==> config.mk <==
export PLATFORM = sky130hd
export DESIGN_NAME = ysyx_25030093_fetch_decode
export DESIGN_NICKNAME = d
export VERILOG_FILES = /design/src/rtl/ysyx_25030093_fetch_decode.sv
export SDC_FILE = /design/constraint.sdc
export NUM_CORES = 1
export LEC_CHECK = 0
export ABC_AREA = 1
export ABC_CLOCK_PERIOD_IN_PS = 2200
export CAP_MARGIN = 20
export CORE_ASPECT_RATIO = 0.7
export CORE_MARGIN = 1.5
export CORE_UTILIZATION = 49
export CTS_CLUSTER_DIAMETER = 100
export DETAILED_ROUTE_END_ITERATION = 10
export GPL_TIMING_DRIVEN = 0
export MAX_ROUTING_LAYER = met4
export PLACE_DENSITY = 0.85
export SLEW_MARGIN = 20
export SYNTH_ARGS = -nofsm -noshare
export SYNTH_HDL_FRONTEND = slang
export SYNTH_SLANG_ARGS = --single-unit
==> constraint.sdc <==
create_clock -name clk -period 2.2 [get_ports clk]
set_input_delay 0.44 -clock clk [delete_from_list [all_inputs] [get_ports clk]]
set_output_delay 0.44 -clock clk [all_outputs]
set_load 0.03 [all_outputs]
==> src/rtl/ysyx_25030093_fetch_decode.sv <==
`default_nettype none
// ============================================================================
// Module   : ysyx_25030093_fetch_decode
// Purpose  : Multi-cycle instruction fetch / decode front end. It holds the
//            PC, issues one word fetch at a time to instruction memory,
//            decodes ADDI and EBREAK and hands one decoded command at a time
//            to the EXU. Unsupported encodings and EBREAK stop the front end
//            until reset.
// Ports    : clk, rst             - clock, synchronous active-high reset
//            imem_req_valid/ready - fetch request handshake
//            imem_addr            - fetch address (current PC)
//            imem_rsp_valid/data  - fetch response (single-cycle pulse)
//            exu_valid/ready      - decoded command handshake
//            imm_data, rd, rs1,
//            Regwrite, pc_out     - decoded command fields
//            ebreak, illegal      - classification of the issued command
//            halted               - front end stopped
//            inst_cnt             - issued-instruction counter (optional)
// Options  : define YSYX_25030093_INST_CNT_EN to add the inst_cnt output.
// Revision : 1.0 - initial release
// ============================================================================
module ysyx_25030093_fetch_decode #(
   parameter logic [31:0] RESET_PC = 32'h8000_0000,
   parameter int          XLEN     = 32
) (
   input  logic            clk,
   input  logic            rst,
   output logic            imem_req_valid,
   input  logic            imem_req_ready,
   output logic [XLEN-1:0] imem_addr,
   input  logic            imem_rsp_valid,
   input  logic [XLEN-1:0] imem_rsp_data,
   output logic            exu_valid,
   input  logic            exu_ready,
   output logic [XLEN-1:0] imm_data,
   output logic [4:0]      rd,
   output logic [4:0]      rs1,
   output logic            Regwrite,
   output logic [XLEN-1:0] pc_out,
   output logic            ebreak,
   output logic            illegal,
`ifdef YSYX_25030093_INST_CNT_EN
   output logic [31:0]     inst_cnt,
`endif
   output logic            halted
);

   typedef enum logic [1:0] {
      FETCH = 2'd0,
      WAIT  = 2'd1,
      ISSUE = 2'd2,
      HALT  = 2'd3
   } state_t;

   localparam logic [31:0] EBREAK_INST = 32'h0010_0073;
   localparam logic [6:0]  OP_IMM      = 7'b0010011;
   localparam logic [2:0]  F3_ADDI     = 3'b000;

   state_t          state;
   logic [XLEN-1:0] pc;

   // Decode of the incoming response word; only sampled into the output
   // registers in WAIT, so the EXU never sees a combinational path from
   // imem_rsp_data.
   logic [XLEN-1:0] dec_imm;
   logic [4:0]      dec_rd;
   logic [4:0]      dec_rs1;
   logic            dec_regwrite;
   logic            dec_ebreak;
   logic            dec_illegal;

   always_comb begin
      dec_rd       = imem_rsp_data[11:7];
      dec_rs1      = imem_rsp_data[19:15];
      dec_imm      = {{20{imem_rsp_data[31]}}, imem_rsp_data[31:20]};
      dec_regwrite = 1'b0;
      dec_ebreak   = 1'b0;
      dec_illegal  = 1'b0;
      if (imem_rsp_data[6:0] == OP_IMM && imem_rsp_data[14:12] == F3_ADDI) begin
         dec_regwrite = (imem_rsp_data[11:7] != 5'd0);
      end else if (imem_rsp_data == EBREAK_INST) begin
         dec_ebreak = 1'b1;
         dec_imm    = '0;
      end else begin
         dec_illegal = 1'b1;
      end
   end

   assign imem_addr = pc;

   always_ff @(posedge clk) begin
      if (rst) begin
         state          <= FETCH;
         pc             <= RESET_PC;
         imem_req_valid <= 1'b0;
         exu_valid      <= 1'b0;
         imm_data       <= '0;
         rd             <= '0;
         rs1            <= '0;
         Regwrite       <= 1'b0;
         pc_out         <= '0;
         ebreak         <= 1'b0;
         illegal        <= 1'b0;
         halted         <= 1'b0;
`ifdef YSYX_25030093_INST_CNT_EN
         inst_cnt       <= '0;
`endif
      end else begin
         case (state)
            // The request is raised one cycle after entering FETCH, so it is
            // never asserted in the reset cycle nor in the ISSUE handshake
            // cycle; once raised it stays up until accepted.
            FETCH: begin
               if (imem_req_valid && imem_req_ready) begin
                  imem_req_valid <= 1'b0;
                  state          <= WAIT;
               end else begin
                  imem_req_valid <= 1'b1;
               end
            end
            WAIT: begin
               if (imem_rsp_valid) begin
                  exu_valid <= 1'b1;
                  imm_data  <= dec_imm;
                  rd        <= dec_rd;
                  rs1       <= dec_rs1;
                  Regwrite  <= dec_regwrite;
                  ebreak    <= dec_ebreak;
                  illegal   <= dec_illegal;
                  pc_out    <= pc;
                  state     <= ISSUE;
               end
            end
            ISSUE: begin
               if (exu_ready) begin
                  exu_valid <= 1'b0;
`ifdef YSYX_25030093_INST_CNT_EN
                  inst_cnt  <= inst_cnt + 32'd1;
`endif
                  // A stopping instruction leaves the PC pointing at itself.
                  if (ebreak || illegal) begin
                     halted <= 1'b1;
                     state  <= HALT;
                  end else begin
                     pc    <= pc + 32'd4;
                     state <= FETCH;
                  end
               end
            end
            HALT: begin
               state <= HALT;
            end
            default: begin
               state <= FETCH;
            end
         endcase
      end
   end

endmodule
`default_nettype wire

# After elaboration in Yosys (flattened, before gate mapping)

Cells that the tools add are included.

Mux-type cells: 16
Add/sub/neg operators: 1
Eq/ne operators: 8
Bitwise logic cells: 1
Reduce and logical (&&, ||, !) cells: 12

Operators by type and width:

| cell                                                              | number |
|---|---|
| 32-bit two-way mux                                                | 2 |
| 32-bit by 3-bit adder with 32-bit output, second input constant   | 1 |
| 32-bit by 21-bit == test with 1-bit output, second input constant | 1 |
| 3-bit AND reduction                                               | 4 |
| 1-bit two-way mux                                                 | 8 |
| 2-bit two-way mux                                                 | 4 |
| 2-bit case mux with 4 select lines                                | 1 |
| 7-bit by 5-bit == test with 1-bit output, second input constant   | 1 |
| 2-bit inequality test, second input constant                      | 3 |
| 5-bit nonzero test                                                | 1 |
| 2-bit == test, second input constant                              | 2 |
| 3-bit logical NOT                                                 | 1 |
| 2-bit by 1-bit == test with 1-bit output, second input constant   | 1 |
| 1-bit logical AND                                                 | 2 |
| 2-bit logical NOT                                                 | 1 |
| 1-bit case mux with 2 select lines                                | 1 |
| 2-bit AND reduction                                               | 1 |
| 2-bit nonzero test                                                | 1 |
| 1-bit logical OR                                                  | 1 |
| 1-bit NOT                                                         | 1 |

Register bits: 114
Input port bits: 37
Logic and storage cells: 50
Output and inout port bits: 112

# Longest topological paths before layout

Gate-level depths: netlist (run 1).

Depth after elaboration: 4
Mapped depth: 9
Gate-level depth less buffers: 9

# Least setup slack after synthesis (run 1)

OpenSTA, ideal clock, no wires.

Path type: register to register
Start: register pc[3], in the netlist imem_addr[3]
End: register pc[16], in the netlist imem_addr[16]
Cell stages (with the launch flop): 9
Required time: 2084 ps
Library setup time: 116 ps
Arrival: 1472 ps
Slack: 612 ps
Clock period less this slack: 1588 ps
Path buffers: 0
Cells stage by stage: dfxtp_1 ha_1 nand3_1 inv_1 nand2_4 nor2_8 nand2_1 o21ai_1 nor2_1

Word-level cells in the longest chain between the ends: 1

RTL lines:

| element                                  | line | RTL |
|---|---|---|
| start: declaration                       | 60   | `logic [XLEN-1:0] pc;` |
| start signal: assignment                 | 145  | `pc <= pc + 32'd4;` |
| 32-bit by 3-bit adder with 32-bit output | 145  |  |

No other way between the ends.
A chain may end at the register's enable or synchronous reset.

==> flow_summary.ini, run 1 <==
[outcome]
status = finished clean

[logic_synthesis]
yosys-top-cells-area = dfxtp_1 (43%), nand2_1 (10%), a21oi_1 (7.6%)
synth_top_area_share_pct = 43.3
yosys_register_bits = 90
syn_inst = 595
synth.distinct_cells = 28
netlist_area_um2 = 4160
yosysTopAreaCell = dfxtp_1
yosysWarnings = 0
ys_seq_area_share_pct = 43.3
syn_area_per_cell_um2 = 7.00

[worst_setup_path]
end_kind = primary output
crit_required_ns = 1.76
crit_fanout = 22
path_class = flip-flop to primary output
worstReg2RegEnd = imem_addr[28]
worstPathArrival_ns = 1.64
crit_end = imm_data[17]
r2r_setup_slack_ns = 0.51
critPathLaunchType = flip-flop
startpoint = imm_data[30]
reg2regPathDepth = 9
rr_startpoint = imem_addr[3]

[global_routing]
grt_antenna_before_repair = 0
first_global_vias = 3983
grt.overflow.total = 0
grt_pass1_wl_um = 20000
grt_max_degree = 23
track_usage_pct = 29.2

[die]
die_h_um = 80.1
core_area_um2 = 8040
die_width_um = 113
ioPinCount = 149
fp-row-count = 27
initial_core_util_pct = 51.8
die-area_um2 = 9070

[cts]
clk_pin_slew_worst_paths_ns = 0.06
cts_buffer_depth = 2
cts_tree = done
clock_latency_ns = 0.35
cts_sinks = 90
htree_num_levels = 3
numCtsBuffers = 9
cts_root_buf = clkbuf_16
hold_buffers = 0
postCtsSetupBuffers = 0
post_cts_resized = 2

[drt]
vias = 4415
postRouteAntennaNets = 0
wl_per_cell_um = 15.0
drtIter0Drc = 377
drcViolationCount = 0
vias_per_cell = 5.15
drt-total-wl_um = 12800
drt_pass1_iterations = 5

[timing]
postLayoutSetupSlackWorst_ns = 0.117
drv_slew = 0
slew-limit-headroom_pct = 59.5
fin_crit_sh_pct = 94.7
grt_setup_unrepaired = no
tightestPinTransition_ns = 0.608
clock.fmax_mhz = 480
finalHoldViolations = 0
tns_ns = 0
clock_skew_ns = 0.00657
setup_viol = 0
period_needed_ns = 2.08

[power_and_ir_drop]
p_leak_nw = 2.51
vdd_ir_drop_max_uv = 517
finalPower_w = 0.00524
powerDensity_nw_per_um2 = 871

[place]
dp_hpwl_um = 9680
place_congestion = 0.926
port-buffer-count = 143
dp_slack_ns = 0.0881

[cells_and_area]
fillers = 630
layout_common_cells = clkdlybuf4s50_1 (143), nand2_1 (116), dfxtp_1 (89), nor2_1 (84), inv_1 (72)
final_common_cell = clkdlybuf4s50_1
antennaDiodeCount = 0
postLayoutCoreUtil_pct = 74.8
syn_to_final_growth_pct = 44.5
nets = 790
drive_gt1_share_pct = 9.64

[worst_hold_path]
worstHoldPathCells = 2
hold_class = flip-flop to flip-flop

[run]
drv_cap = 0
-- per-stage QoR --
step	cells	instance area, µm²	hold WS [ns]
2_1_floorplan	598	4170	0.569
4_1_cts	858	6020	0.468
3_5_place_dp	842	5730	0.458
5_1_grt	858	6020	0.487
3_3_place_gp	842	5730	0.448
6_report	858	6020	0.468
-- routing by layer --
metal,vias up,track usage (%),share of wire [%]
met4,0,10.5,1.7
met1,1990,37.5,44
li1,2183,-,-
met3,24,8.15,8.9
met2,218,44.6,46
met5,-,-,0
-- Yosys cell counts --
cell,n
nor2_4,5
inv_2,3
a31oi_1,2
nor2_1,84
dfxtp_1,90
a21oi_1,63
and3_1,2
ha_1,1
o21ai_0,54
nor2_8,2
buf_4,24
inv_1,72
o21ai_1,2
nand2_4,1
nand2_1,116
nand3_2,5
nand2_2,1
nor3_1,8
and2_1,1
conb_1,1
o211ai_1,1
clkbuf_2,1
o21bai_1,2
nor2_2,2
clkbuf_1,8
nand3_1,23
nand4_1,9
buf_2,12
-- critical path: stages, from the launching register on --
cell and delay (ns):
dfxtp_4 0.47, buf_4 0.15, clkdlybuf4s50_1 0.67
-- kinds of logic (layout without fill, tap and decap cells) --
group / count (synthesis) / in the layout / synth area share (%)
and+or+nand+nor: 259 / 259 / 27.8
AOI/OAI and AO/OA: 124 / 124 / 15.1
buffers and inverters: 120 / 279 / 13.4
DFF: 90 / 90 / 43.3
adders and majority gates: 1 / 1 / 0.301
other: 1 / 4 / 0.0901
-- how the worst min path moves through the flow --
stage / start / end / slack, ns
2_1_floorplan: state[1] / state[1] / 0.57
3_3_place_gp: imm_data[3] / imm_data[3] / 0.45
3_5_place_dp: imm_data[5] / imm_data[5] / 0.46
4_1_cts: imm_data[9] / imm_data[9] / 0.47
5_1_grt: imm_data[8] / imm_data[8] / 0.49
6_report: imm_data[9] / imm_data[9] / 0.47
-- state kept, by name (all words and copies together) (netlist names) --
| register | flops |
|---|---|
| imem_addr | 30 |
| Regwrite | 1 |
| imem_req_valid | 1 |
| rd | 5 |
| illegal | 1 |
| ebreak | 1 |
| rs1 | 5 |
| exu_valid | 1 |
| imm_data | 12 |
| halted | 1 |
| state | 2 |
| pc_out | 30 |
-- report_power, final --
| part | internal, W | switching [W] |
|---|---|---|
| Combinational | 0.000705 | 0.00106 |
| Clock | 0.000795 | 0.000656 |
| Sequential | 0.00186 | 0.000162 |
| Total | 0.00336 | 0.00188 |
-- cell type report --
type,count,area [µm²],area share [%]
repair buffers,143,1430,23.8
clock buffers,10,239,3.97
clock inverters,6,42.5,0.707
inverters,75,282,4.68
well taps,101,126,2.10
flip-flops and latches,90,1810,30.0
plain buffers,45,275,4.57
multi-input cells,388,1820,30.2
Power figures use the tool's default switching activity.
==> inputs of run 2 (changes only) <==
Settings changed: CAP_MARGIN 20 to default, CORE_ASPECT_RATIO 0.7 to 1.2.
==> run 2 against run 1 <==
  * Sequential cell count stayed put
  * First-iteration DRC count down 44%
  * Setup slack better by 0.023 ns
  * Highest routed layer unchanged
  * Clock power decreased by 24%
  * Final area down 1.4%
  * Power decreased by 7.6%
  * Routed wire length shrank 5.6%
  * Core utilization is 2.4 points lower
  * Sequential power hardly changed
==> flow_summary.ini, run 2 (synthesis gave the netlist of run 1 again) <==
[worst_setup_path]
critical-path-max-stage-delay_ns = 0.67
critPathLaunchType = flip-flop
crit_required_ns = 1.76
crit_chain = buf_4 -> clkdlybuf4s50_1
reg2regPathDepth = 9
r2r_setup_slack_ns = 0.58
crit_fanout = 22
critPathSlowestCell = clkdlybuf4s50_1
path_class = flip-flop to primary output
rr_startpoint = imem_addr[4]
end_kind = primary output
worstPathArrival_ns = 1.62
worstReg2RegEnd = imem_addr[31]

[outcome]
status = finished clean

[timing]
tns_ns = 0
clock_skew_ns = 0.0120
period_needed_ns = 2.06
grt_setup_unrepaired = no
clock.fmax_mhz = 485
setup_viol = 0
tightestPinTransition_ns = 0.609
slew-limit-headroom_pct = 59.4
finalHoldViolations = 0
drv_slew = 0
fin_crit_sh_pct = 93.6

[power_and_ir_drop]
powerDensity_nw_per_um2 = 816
p_switching_w = 0.00176
vdd_ir_drop_max_uv = 529
swShare_pct = 36.3
p_leak_nw = 2.47
internal_power_w = 0.00308
pwr-share-seq_pct = 41.5
pwr-share-comb_pct = 35.8
power_frac_clock_pct = 22.7

[worst_hold_path]
worstHoldPathCells = 2
hold_class = flip-flop to flip-flop
holdPathEnd = imm_data[2]
min_from = imm_data[2]

[cells_and_area]
drive_gt1_share_pct = 9.39
syn_to_final_growth_pct = 42.6
seqCellArea_um2 = 1810
fillers = 669
design_area_um2 = 5940
multiInputGateArea_um2 = 1820
nets = 790
final_common_cell = clkdlybuf4s50_1
antennaDiodeCount = 0
layout_common_cells = clkdlybuf4s50_1 (143), nand2_1 (116), dfxtp_1 (89), nor2_1 (84), inv_1 (72)

[global_routing]
first_global_vias = 4098
grt_max_degree = 23
grt_pass1_wl_um = 19100
met2_usage_pct = 46.6
grt_use_met1_pct = 31.1
grt_use_met3_pct = 4.13
grt_antenna_before_repair = 0
grt_busiest_layer = met2
track_usage_pct = 27.3
grt.overflow.total = 0

[cts]
numCtsBuffers = 9
cts_sinks = 90
cts_tree = done
postCtsSetupBuffers = 0
htree_num_levels = 3
cts_buffer_depth = 2
clock_latency_ns = 0.36
clk_pin_slew_worst_paths_ns = 0.08
cts_root_buf = clkbuf_8

[place]
place_congestion = 0.889
dp_hpwl_um = 9310
port-buffer-count = 143
placed_area_um2 = 5750

[die]
die_h_um = 104
initial_core_util_pct = 50.8
die_width_um = 87.1
ioPinCount = 149
core_area_um2 = 8200
die-area_um2 = 9060
fp-row-count = 36

[drt]
wl_per_cell_um = 13.9
vias_per_cell = 5.03
drt_pass1_iterations = 5
drtIter0Drc = 211
vias = 4372
drcViolationCount = 0
drt-total-wl_um = 12100
postRouteAntennaNets = 0

[run]
drv_cap = 0
run 2: cell count changes in the layout (fill, tap and decap cells not counted), sizes merged:
cell	previous run	this run
bufinv	0	1
clkinv	4	3
clkinvlp	2	1
run 2: through the flow:
step | hold WS (ns) | utilization (%) | setup WS (ns) | power (W) | cells
CTS | 0.467 | 72.4 | 0.0230 | 0.00485 | 870
floorplan | 0.569 | - | 0.612 | 0.00304 | 598
global placement | 0.448 | 70.1 | 0.172 | 0.00374 | 855
finish | 0.465 | 72.4 | 0.140 | 0.00484 | 870
global route | 0.496 | 72.4 | 0.0658 | 0.00506 | 870
detailed placement | 0.455 | 70.1 | 0.151 | 0.00377 | 855
run 2: power by group through the flow:
stage	Combinational, W	Sequential, W	Clock, W
after detailed placement	0.00173	0.00204	0
final	0.00173	0.00201	0.00110
after global routing	0.00185	0.00204	0.00117
after floorplan	0.000578	0.00247	0
after global placement	0.00170	0.00204	0
after CTS	0.00174	0.00201	0.00110
run 2: area by class of cell:
type	count	area share (%)
multi-input combinational	388	30.6
sequential	90	30.4
timing repair buffer	143	24.1
inverter	75	4.74
buffer	45	4.64
tap	114	2.40
clock buffer	10	2.15
clock inverter	5	0.949
run 2: per-layer routing:
layer	up-vias	share of wire, %
met2	169	50
met1	2002	41
li1	2178	-
met4	0	2.6
met3	23	6.8
met5	-	0
run 2: how the worst max path moves through the flow:
stage                            start             to
after CTS                 imm_data[30]   imm_data[19]
after global placement       exu_ready  imem_addr[21]
after global routing      imm_data[30]   imm_data[23]
after detailed placement     exu_ready  imem_addr[21]
after floorplan           imem_addr[3]  imem_addr[16]
final                     imm_data[30]   imm_data[23]
run 2: worst max-delay path, delay by kind of cell, from the launching register on:
kind / cells / cell delay [ns]
flops: 1 / 0.46
buf+inv: 2 / 0.81
run 2: timing repair:
item,CTS,global route
hold endpoints to repair,0,0
endpoints found under the setup margin,21,20
resized for setup,1,1
gates cloned,0,0
hold buffers,0,0
==> inputs of run 3 (changes only) <==
Settings changed: CORE_MARGIN 1.5 to 3, CTS_CLUSTER_DIAMETER 100 to default, REMOVE_ABC_BUFFERS from default to 1.
==> run 3 against run 2 <==
  * Power increased by 5.6%
  * First-iteration DRC count stayed put
  * Routed wire length is 6.0% lower
  * Non-clock buffer count down 37
  * Clock power up 28%
  * Core utilization shrank 1.2 points
  * Final area down 1.7%
==> flow_summary.ini, run 3 (synthesis gave the netlist of run 1 again) <==
[outcome]
status = finished clean

[worst_setup_path]
rr_startpoint = state[0]
crit_required_ns = 1.76
critPathSlowestCell = clkdlybuf4s50_1
reg2regPathDepth = 6
crit_fanout = 22
path_class = flip-flop to primary output
critical-path-max-stage-delay_ns = 0.75
cpLargestDelayFamily = buffers and inverters
cp_num_buf_inv = 1
startpoint = imm_data[30]
critPathLaunchType = flip-flop
crit_chain = clkdlybuf4s50_1
worstPathArrival_ns = 1.66
crit_cells = 1
end_kind = primary output

[cts]
clk_pin_slew_worst_paths_ns = 0.09
cts_tree = done
cts_buffer_depth = 2
htree_num_levels = 3
numCtsBuffers = 9
cts_sinks = 90
clock_latency_ns = 0.36
cts_root_buf = clkbuf_8

[die]
core_area_um2 = 8200
die_width_um = 90.1
die_h_um = 107
ioPinCount = 149
initial_core_util_pct = 50.8
die-area_um2 = 9640
fp-row-count = 36

[drt]
vias = 4203
m1WireLength_um = 4470
postRouteAntennaNets = 0
drt_pass1_iterations = 6
route.met3.wl_um = 893
drtIter0Drc = 211
met2_length_um = 5840
drt-total-wl_um = 11400
top_layer_used = met4
vias_per_cell = 5.04
wl_per_cell_um = 13.7
drcViolationCount = 0

[timing]
period_needed_ns = 2.10
drv_slew = 0
postLayoutSetupSlackWorst_ns = 0.0984
tns_ns = 0
timing.hold.ws_ns = 0.467
setup_viol = 0
slew-limit-headroom_pct = 24.4
grt_setup_unrepaired = no
clock_skew_ns = 0.0115
fin_crit_sh_pct = 95.5
tightestPinTransition_ns = 1.13
clock.fmax_mhz = 476
finalHoldViolations = 0

[cells_and_area]
antennaDiodeCount = 0
drive_gt1_share_pct = 5.97
fillers = 675
postLayoutCoreUtil_pct = 71.2
final_common_cell = clkdlybuf4s50_1
fin_cells = 834
nets = 753
syn_to_final_growth_pct = 40.2
layout_common_cells = clkdlybuf4s50_1 (143), nand2_1 (116), dfxtp_1 (89), nor2_1 (84), inv_1 (71)

[place]
port-buffer-count = 144
dp_hpwl_um = 8130
dpl.cell_count = 814
dp_slack_ns = -0.339
place_congestion = 0.830

[power_and_ir_drop]
vdd_ir_drop_max_uv = 627
powerDensity_nw_per_um2 = 876
p_leak_nw = 2.36

[worst_hold_path]
min_from = imm_data[1]
worstHoldPathCells = 2
hold_class = flip-flop to flip-flop

[global_routing]
first_global_vias = 3998
grt_antenna_before_repair = 0
grt_max_degree = 53
track_usage_pct = 24.1
grt.overflow.total = 0
grt_pass1_wl_um = 18500

[run]
drv_cap = 0
run 3: per-stage QoR:
step	total power [W]	instance area [µm²]
5_1_grt	0.00532	5840
3_3_place_gp	0.00364	5480
6_report	0.00511	5840
3_5_place_dp	0.00371	5550
2_1_floorplan	0.00295	3900
4_1_cts	0.00511	5800
run 3: layout make-up:
class	instances	area, µm²	share of cell area [%]
clock buffers	12	155	2.66
flip-flops and latches	90	1800	30.9
clock inverters	4	97.6	1.67
multi-input cells	388	1820	31.1
well taps	114	143	2.44
repair buffers	151	1540	26.4
inverters	75	282	4.82
run 3: path summary, 6_finish.rpt:
check	end	slack [ns]
min reg2reg	imm_data[1]	0.47
max	imm_data[25]	0.1
max reg2reg	pc_out[12]	0.16
min	imm_data[1]	0.47
run 3: repair_timing:
item | in CTS | in global routing
resized for setup | 1 | 1
setup buffers | 0 | 4
setup endpoints to repair | 21 | 64
pin swaps | 0 | 1
hold buffers | 0 | 0
run 3: metal layers:
layer / GRT usage, % / vias up
li1: - / 2105
met3: 6.81 / 16
met1: 25.6 / 1921
met4: 7.99 / 0
met5: - / -
met2: 43.3 / 161
run 3: where the power goes:
group | internal, W | leakage (nW) | switching, W
sequential | 0.00186 | 0.730 | 0.000155
combinational | 0.000671 | 1.51 | 0.00102
clock | 0.000818 | 0.123 | 0.000591
